==> src/rtl/arithmetic_dispatch_if.sv <==
// Bundle of the fetch, register-file, arithmetic and writeback signals of the
// arithmetic dispatcher. The master side is the dispatcher itself.
interface arithmetic_dispatch_if #(
  parameter int unsigned COUNT_WIDTH = 16
);
  logic [31:0]            instruction;
  logic                   instruction_valid;
  logic                   instruction_ready;
  logic [4:0]             rs1_addr;
  logic [4:0]             rs2_addr;
  logic                   read_enable;
  logic [31:0]            rs1_data;
  logic [31:0]            rs2_data;
  logic [31:0]            lhs;
  logic                   lhs_valid;
  logic [31:0]            rhs;
  logic                   rhs_valid;
  logic [2:0]             operation;
  logic                   operation_valid;
  logic [6:0]             metadata;
  logic                   metadata_valid;
  logic [31:0]            result;
  logic                   arithmetic_code_legal;
  logic                   result_valid;
  logic [4:0]             rd_addr;
  logic [31:0]            rd_data;
  logic                   rd_write;
  logic                   writeback_ready;
  logic                   illegal;
  logic [COUNT_WIDTH-1:0] retired_count;

  modport master (
    input  instruction, instruction_valid, rs1_data, rs2_data,
           result, arithmetic_code_legal, result_valid, writeback_ready,
    output instruction_ready, rs1_addr, rs2_addr, read_enable,
           lhs, lhs_valid, rhs, rhs_valid, operation, operation_valid,
           metadata, metadata_valid, rd_addr, rd_data, rd_write,
           illegal, retired_count
  );

  modport slave (
    output instruction, instruction_valid, rs1_data, rs2_data,
           result, arithmetic_code_legal, result_valid, writeback_ready,
    input  instruction_ready, rs1_addr, rs2_addr, read_enable,
           lhs, lhs_valid, rhs, rhs_valid, operation, operation_valid,
           metadata, metadata_valid, rd_addr, rd_data, rd_write,
           illegal, retired_count
  );
endinterface

==> src/rtl/arithmetic_dispatch.sv <==
// Front-end driver for the arithmetic unit: accepts RV32I OP / OP-IMM words,
// fetches operands from the register file, presents them to the arithmetic
// unit and turns its answer into a register writeback or an illegal pulse.
module arithmetic_dispatch #(
  parameter int unsigned COUNT_WIDTH = 16
) (
  input  logic                  clk,
  input  logic                  rst,
  arithmetic_dispatch_if.master bus
);

  localparam logic [6:0] OPC_OP     = 7'b0110011;
  localparam logic [6:0] OPC_OP_IMM = 7'b0010011;

  typedef enum logic [2:0] {
    IDLE,
    READ,
    LOAD,
    EXECUTE,
    WRITEBACK,
    ILLEGAL
  } state_t;

  state_t                 state_q, state_d;
  logic [31:0]            instr_q;
  logic [31:0]            lhs_q, rhs_q;
  logic [2:0]             op_q;
  logic [6:0]             meta_q;
  logic [4:0]             rd_addr_q;
  logic [31:0]            rd_data_q;
  logic [COUNT_WIDTH-1:0] retired_q;

  logic ready, read_en, exec_valid, wr, ill, retire, capture;
  logic accept_arith;

  assign accept_arith = (bus.instruction[6:0] == OPC_OP) ||
                        (bus.instruction[6:0] == OPC_OP_IMM);

  // Next-state and per-state strobes.
  always_comb begin
    state_d    = state_q;
    ready      = 1'b0;
    read_en    = 1'b0;
    exec_valid = 1'b0;
    wr         = 1'b0;
    ill        = 1'b0;
    retire     = 1'b0;
    capture    = 1'b0;
    case (state_q)
      IDLE: begin
        ready = 1'b1;
        if (bus.instruction_valid) state_d = accept_arith ? READ : ILLEGAL;
      end
      READ: begin
        read_en = 1'b1;
        state_d = LOAD;
      end
      LOAD: state_d = EXECUTE;
      EXECUTE: begin
        exec_valid = 1'b1;
        if (!bus.arithmetic_code_legal) begin
          state_d = ILLEGAL;
        end else if (bus.result_valid) begin
          if (instr_q[11:7] == 5'd0) begin
            retire  = 1'b1;
            state_d = IDLE;
          end else begin
            capture = 1'b1;
            state_d = WRITEBACK;
          end
        end
      end
      WRITEBACK: begin
        wr = 1'b1;
        if (bus.writeback_ready) begin
          retire  = 1'b1;
          state_d = IDLE;
        end
      end
      ILLEGAL: begin
        ill     = 1'b1;
        state_d = IDLE;
      end
      default: state_d = IDLE;
    endcase
  end

  // State register.
  always_ff @(posedge clk or negedge rst) begin
    if (!rst) state_q <= IDLE;
    else      state_q <= state_d;
  end

  // Latch the instruction on the accept handshake.
  always_ff @(posedge clk or negedge rst) begin
    if (!rst)                                          instr_q <= '0;
    else if (state_q == IDLE && bus.instruction_valid) instr_q <= bus.instruction;
  end

  // Operand capture in LOAD; register data is only valid in this cycle.
  always_ff @(posedge clk or negedge rst) begin
    if (!rst) begin
      lhs_q  <= '0;
      rhs_q  <= '0;
      op_q   <= '0;
      meta_q <= '0;
    end else if (state_q == LOAD) begin
      lhs_q <= bus.rs1_data;
      op_q  <= instr_q[14:12];
      if (instr_q[6:0] == OPC_OP) begin
        rhs_q  <= bus.rs2_data;
        meta_q <= instr_q[31:25];
      end else if (instr_q[14:12] == 3'd1 || instr_q[14:12] == 3'd5) begin
        // Shift-immediates keep funct7 so the unit can tell SRLI from SRAI.
        rhs_q  <= {27'b0, instr_q[24:20]};
        meta_q <= instr_q[31:25];
      end else begin
        rhs_q  <= {{20{instr_q[31]}}, instr_q[31:20]};
        meta_q <= '0;
      end
    end
  end

  // Writeback address/data, held stable until the write is accepted.
  always_ff @(posedge clk or negedge rst) begin
    if (!rst) begin
      rd_addr_q <= '0;
      rd_data_q <= '0;
    end else if (capture) begin
      rd_addr_q <= instr_q[11:7];
      rd_data_q <= bus.result;
    end
  end

  // Retired-instruction counter, wraps naturally.
  always_ff @(posedge clk or negedge rst) begin
    if (!rst)        retired_q <= '0;
    else if (retire) retired_q <= retired_q + 1'b1;
  end

  assign bus.instruction_ready = ready;
  assign bus.rs1_addr          = instr_q[19:15];
  assign bus.rs2_addr          = instr_q[24:20];
  assign bus.read_enable       = read_en;
  assign bus.lhs               = lhs_q;
  assign bus.rhs               = rhs_q;
  assign bus.operation         = op_q;
  assign bus.metadata          = meta_q;
  assign bus.lhs_valid         = exec_valid;
  assign bus.rhs_valid         = exec_valid;
  assign bus.operation_valid   = exec_valid;
  assign bus.metadata_valid    = exec_valid;
  assign bus.rd_addr           = rd_addr_q;
  assign bus.rd_data           = rd_data_q;
  assign bus.rd_write          = wr;
  assign bus.illegal           = ill;
  assign bus.retired_count     = retired_q;

endmodule
==> src/flat_wrapper.sv <==
// flat-port wrapper written by rule: the top's interface ports become plain ports
module arithmetic_dispatch_flat 
#(
  parameter int unsigned COUNT_WIDTH = 16
)
  (clk, rst, bus_instruction, bus_instruction_valid, bus_rs1_data, bus_rs2_data, bus_result, bus_arithmetic_code_legal, bus_result_valid, bus_writeback_ready, bus_instruction_ready, bus_rs1_addr, bus_rs2_addr, bus_read_enable, bus_lhs, bus_lhs_valid, bus_rhs, bus_rhs_valid, bus_operation, bus_operation_valid, bus_metadata, bus_metadata_valid, bus_rd_addr, bus_rd_data, bus_rd_write, bus_illegal, bus_retired_count);
  arithmetic_dispatch_if #(.COUNT_WIDTH(COUNT_WIDTH)) bus_i ();
  input  logic clk;
  input  logic rst;
  input wire logic [$bits(bus_i.instruction)-1:0] bus_instruction;
  input wire logic [$bits(bus_i.instruction_valid)-1:0] bus_instruction_valid;
  input wire logic [$bits(bus_i.rs1_data)-1:0] bus_rs1_data;
  input wire logic [$bits(bus_i.rs2_data)-1:0] bus_rs2_data;
  input wire logic [$bits(bus_i.result)-1:0] bus_result;
  input wire logic [$bits(bus_i.arithmetic_code_legal)-1:0] bus_arithmetic_code_legal;
  input wire logic [$bits(bus_i.result_valid)-1:0] bus_result_valid;
  input wire logic [$bits(bus_i.writeback_ready)-1:0] bus_writeback_ready;
  output wire logic [$bits(bus_i.instruction_ready)-1:0] bus_instruction_ready;
  output wire logic [$bits(bus_i.rs1_addr)-1:0] bus_rs1_addr;
  output wire logic [$bits(bus_i.rs2_addr)-1:0] bus_rs2_addr;
  output wire logic [$bits(bus_i.read_enable)-1:0] bus_read_enable;
  output wire logic [$bits(bus_i.lhs)-1:0] bus_lhs;
  output wire logic [$bits(bus_i.lhs_valid)-1:0] bus_lhs_valid;
  output wire logic [$bits(bus_i.rhs)-1:0] bus_rhs;
  output wire logic [$bits(bus_i.rhs_valid)-1:0] bus_rhs_valid;
  output wire logic [$bits(bus_i.operation)-1:0] bus_operation;
  output wire logic [$bits(bus_i.operation_valid)-1:0] bus_operation_valid;
  output wire logic [$bits(bus_i.metadata)-1:0] bus_metadata;
  output wire logic [$bits(bus_i.metadata_valid)-1:0] bus_metadata_valid;
  output wire logic [$bits(bus_i.rd_addr)-1:0] bus_rd_addr;
  output wire logic [$bits(bus_i.rd_data)-1:0] bus_rd_data;
  output wire logic [$bits(bus_i.rd_write)-1:0] bus_rd_write;
  output wire logic [$bits(bus_i.illegal)-1:0] bus_illegal;
  output wire logic [$bits(bus_i.retired_count)-1:0] bus_retired_count;
  assign bus_i.instruction = bus_instruction;
  assign bus_i.instruction_valid = bus_instruction_valid;
  assign bus_i.rs1_data = bus_rs1_data;
  assign bus_i.rs2_data = bus_rs2_data;
  assign bus_i.result = bus_result;
  assign bus_i.arithmetic_code_legal = bus_arithmetic_code_legal;
  assign bus_i.result_valid = bus_result_valid;
  assign bus_i.writeback_ready = bus_writeback_ready;
  assign bus_instruction_ready = bus_i.instruction_ready;
  assign bus_rs1_addr = bus_i.rs1_addr;
  assign bus_rs2_addr = bus_i.rs2_addr;
  assign bus_read_enable = bus_i.read_enable;
  assign bus_lhs = bus_i.lhs;
  assign bus_lhs_valid = bus_i.lhs_valid;
  assign bus_rhs = bus_i.rhs;
  assign bus_rhs_valid = bus_i.rhs_valid;
  assign bus_operation = bus_i.operation;
  assign bus_operation_valid = bus_i.operation_valid;
  assign bus_metadata = bus_i.metadata;
  assign bus_metadata_valid = bus_i.metadata_valid;
  assign bus_rd_addr = bus_i.rd_addr;
  assign bus_rd_data = bus_i.rd_data;
  assign bus_rd_write = bus_i.rd_write;
  assign bus_illegal = bus_i.illegal;
  assign bus_retired_count = bus_i.retired_count;
  arithmetic_dispatch #(.COUNT_WIDTH(COUNT_WIDTH)) u_core (.clk(clk), .rst(rst), .bus(bus_i));
endmodule
==> config.mk <==
export PLATFORM = sky130hd
export DESIGN_NAME = arithmetic_dispatch_flat
export DESIGN_NICKNAME = d
export VERILOG_FILES = /design/src/rtl/arithmetic_dispatch_if.sv /design/src/rtl/arithmetic_dispatch.sv /design/src/flat_wrapper.sv
export SDC_FILE = /design/constraint.sdc
export NUM_CORES = 1
export LEC_CHECK = 0
export CAP_MARGIN = 20
export CORE_MARGIN = 5
export CORE_UTILIZATION = 46
export DETAILED_ROUTE_END_ITERATION = 12
export GPL_ROUTABILITY_DRIVEN = 1
export PLACE_DENSITY = 0.95
export RECOVER_POWER = 50
export SETUP_SLACK_MARGIN = 0.15
export SLEW_MARGIN = 25
export SYNTH_ARGS = -nofsm -noshare
export SYNTH_HDL_FRONTEND = slang
export SYNTH_SLANG_ARGS = --single-unit
==> constraint.sdc <==
create_clock -name clk -period 3.9 [get_ports clk]
set_clock_uncertainty 0.1 [all_clocks]
set_input_delay 0.78 -clock clk [delete_from_list [all_inputs] [get_ports clk]]
set_output_delay 0.78 -clock clk [all_outputs]
set_load 0.03 [all_outputs]
==> reports/qor.yml <==
setup_path:
  cpPeakStageDelay_ps: 1220
  path_cells: "dlygate4sd3_1 -> nand2_1 -> a211o_1 -> mux2_2"
  crit_type: "in -> reg"
  crit_slowest_cell: "a211o_1"
  worstSetupStartpointType: "input pin"
  critPathBufInv: 1
  crit_arrival_ps: 3230
  cp-end-kind: "flip-flop"
  path_delay_family: "compound AO/OA/AOI/OAI gates"
  cp_max_fo: 38
  required_ps: 4090
yosys:
  ys_types: 39
  yosys-top-cells-count: "dfrtp_1 (162), nand2_1 (162), mux2_2 (49), nor2_1 (41), a21oi_1 (24)"
  yosys_warnings: 0
  synth_flop_cell: "dfrtp_1"
  yosys.area.top_type: "dfrtp_1"
  netlist_area_um2: 6720
  synth_top_area_share_pct: 60.3
  ys_ff_latch: 162
  synth_fp_nets: 733
  synth_area_leaders: "dfrtp_1 (60%), nand2_1 (9.0%), mux2_2 (8.2%)"
  synth_edf_count: 0
  synthArstFlopShare_pct: 100
  netlist_instances: 598
  ys_seq_area_share_pct: 60.3
  syn_avg_cell_area_um2: 11.2
global_routing:
  grt_max_degree: 74
  gr-usage-all-layers_pct: 22.3
  grt_pass1_vias: 5647
  antenna_found_initial: 1
  grt_pass1_wl_um: 29600
  grt_overflow: 0
floorplanning:
  start_util_pct: 46.6
  coreArea_um2: 14400
  die-area_um2: 17100
  num_io_pins: 279
  rows: 44
  die_x_um: 131
  fp.dieH_um: 131
place:
  routabilityCongestion: 0.805
  dp_hpwl_um: 13900
  dpl.cell_count: 1017
  port_buffers: 278
timing:
  relSlewSlack_pct: -24.1
  setup_viol: 0
  period_share_pct: 77.9
  drv_slew: 147
  fin_tns_setup_ps: 0
  fmax_mhz: 329
  fin_hold_ws_ps: 367
  min_period_ps: 3040
  tightest_slew_ps: 1860
  hold_viol: 0
  rsz0062_at_grt: "no"
pwr:
  leakagePower_nw: 4.40
  powerDensity_nw_per_um2: 890
  peakVddDrop_mv: 0.415
routing:
  routed_via_density: 5.10
  first_pass_iters: 5
  routed_wl_um: 18800
  drtAntennaViolNets: 0
  num_vias: 5354
  post_drt_wl_per_cell_um: 17.9
  first_iter_violations: 235
  drc: 0
finish:
  layout.nets: 987
  drive_gt1_share_pct: 11.8
  area_growth_pct: 49.9
  fin_cells: 1050
hold_path:
  hp-class: "reg -> reg"
clock_network:
  clock-root-buffer: "clkbuf_16"
  clock_path_buffers: 2
  clk_pin_slew_ps: 60
  h-tree-depth: 4
  post_cts_resized: 0
  clock_sink_count: 162
  cts-buffers-inserted: 17
  post_cts_buffers: 0
  clock_latency_ps: 410
  cts_hold_buf: 0
  cts_tree: "done"
run_status:
  outcome: "finished with violations"
  failed_checks: "max-capacitance violations, max-slew violations"
job:
  max_cap_violations: 3
## logic make-up after synthesis
| kind of cell | after synthesis | synth area share (%) |
|---|---|---|
| simple gates | 233 | 15.1 |
| flops | 162 | 60.3 |
| mux | 68 | 11.9 |
| compound gates | 65 | 5.92 |
| buf+inv | 54 | 4.65 |
| xor+xnor | 15 | 1.96 |
| fa+ha+maj | 1 | 0.186 |
## per-layer routing
layer | GRT usage, % | vias up | routed length [µm]
li1 | - | 2494 | -
met2 | 37.1 | 210 | 9560
met1 | 26.5 | 2613 | 7060
met3 | 8.05 | 37 | 1710
met5 | 0 | - | 0
met4 | 9.13 | 0 | 495
## layout by cell type, fill, tap and decap left out, types with 3 or more instances in the layout
cell type          n
mux2_1             4
buf_4              4
o2111ai_1          9
inv_1              4
a21oi_1           24
clkbuf_8           4
and4_1             5
clkdlybuf4s50_1  262
clkbuf_16         17
mux2_2            49
o21ai_0           19
clkinvlp_4         4
nand2_1          161
dfrtp_1          162
dlygate4sd3_1     15
mux2_4            10
a221oi_1           6
and2_1             3
xnor2_1           15
mux2i_1            5
and3_1             8
nor2_1            41
## stage by stage
| stage | util [%] | setup slack, ps | total power [mW] | cell area (µm²) |
|---|---|---|---|---|
| 3_5_place_dp | 65.9 | 1070 | 7.43 | 9510 |
| 5_1_grt | 69.8 | 583 | 9.47 | 10100 |
| 6_report | 69.8 | 863 | 8.96 | 10100 |
| 4_1_cts | 70.0 | 1030 | 9.09 | 10100 |
| 3_3_place_gp | 65.9 | 1150 | 7.26 | 9510 |
| 2_1_floorplan | - | 1530 | 5.58 | 6720 |
## path summary, 6_finish.rpt
path                                                from                                 end  slack (ps)  cells after the start
setup reg to reg           u_core.state_q[2]$_DFFE_PN0P_  u_core.bus.metadata[6]$_DFFE_PN0P_         890                      5
min in group asynchronous                            rst       u_core.bus.lhs[8]$_DFFE_PN0P_         770                      1
hold / removal             u_core.bus.lhs[9]$_DFFE_PN0P_       u_core.bus.lhs[9]$_DFFE_PN0P_         370                      2
hold reg to reg            u_core.bus.lhs[9]$_DFFE_PN0P_       u_core.bus.lhs[9]$_DFFE_PN0P_         370                      2
setup / recovery               bus_arithmetic_code_legal   u_core.bus.rd_data[0]$_DFFE_PN0P_         860                      4
max in group asynchronous                            rst      u_core.bus.lhs[30]$_DFFE_PN0P_        1350                      2
## sequential cells by signal, indices dropped and copies added, names as in the netlist
| register | cells |
|---|---|
| u_core.state_q | 3 |
| u_core.bus.metadata | 7 |
| u_core.bus.rd_addr | 5 |
| u_core.instr_q | 32 |
| u_core.bus.rhs | 32 |
| u_core.bus.lhs | 32 |
| u_core.bus.operation | 3 |
| u_core.bus.retired_count | 16 |
| u_core.bus.rd_data | 32 |
## report_power, final
part | internal (mW) | switching (mW)
clock network | 0.952 | 0.666
logic | 1.86 | 2.53
registers | 2.46 | 0.501
## final cells by class
type / count / area (µm²)
well taps: 184 / 230
diodes: 1 / 2.50
repair buffers: 285 / 2840
clock buffers: 22 / 484
fillers: 1014 / 4350
inverters: 4 / 15.0
flip-flops and latches: 162 / 4050
multi-input cells: 382 / 2350
clock inverters: 10 / 100
## worst min-delay path: cells and delay by family, from the launching register on
kind             cells  cell delay, ps
DFF                  1             330
and+or+nand+nor      2             100
Power figures use the tool's default switching activity.
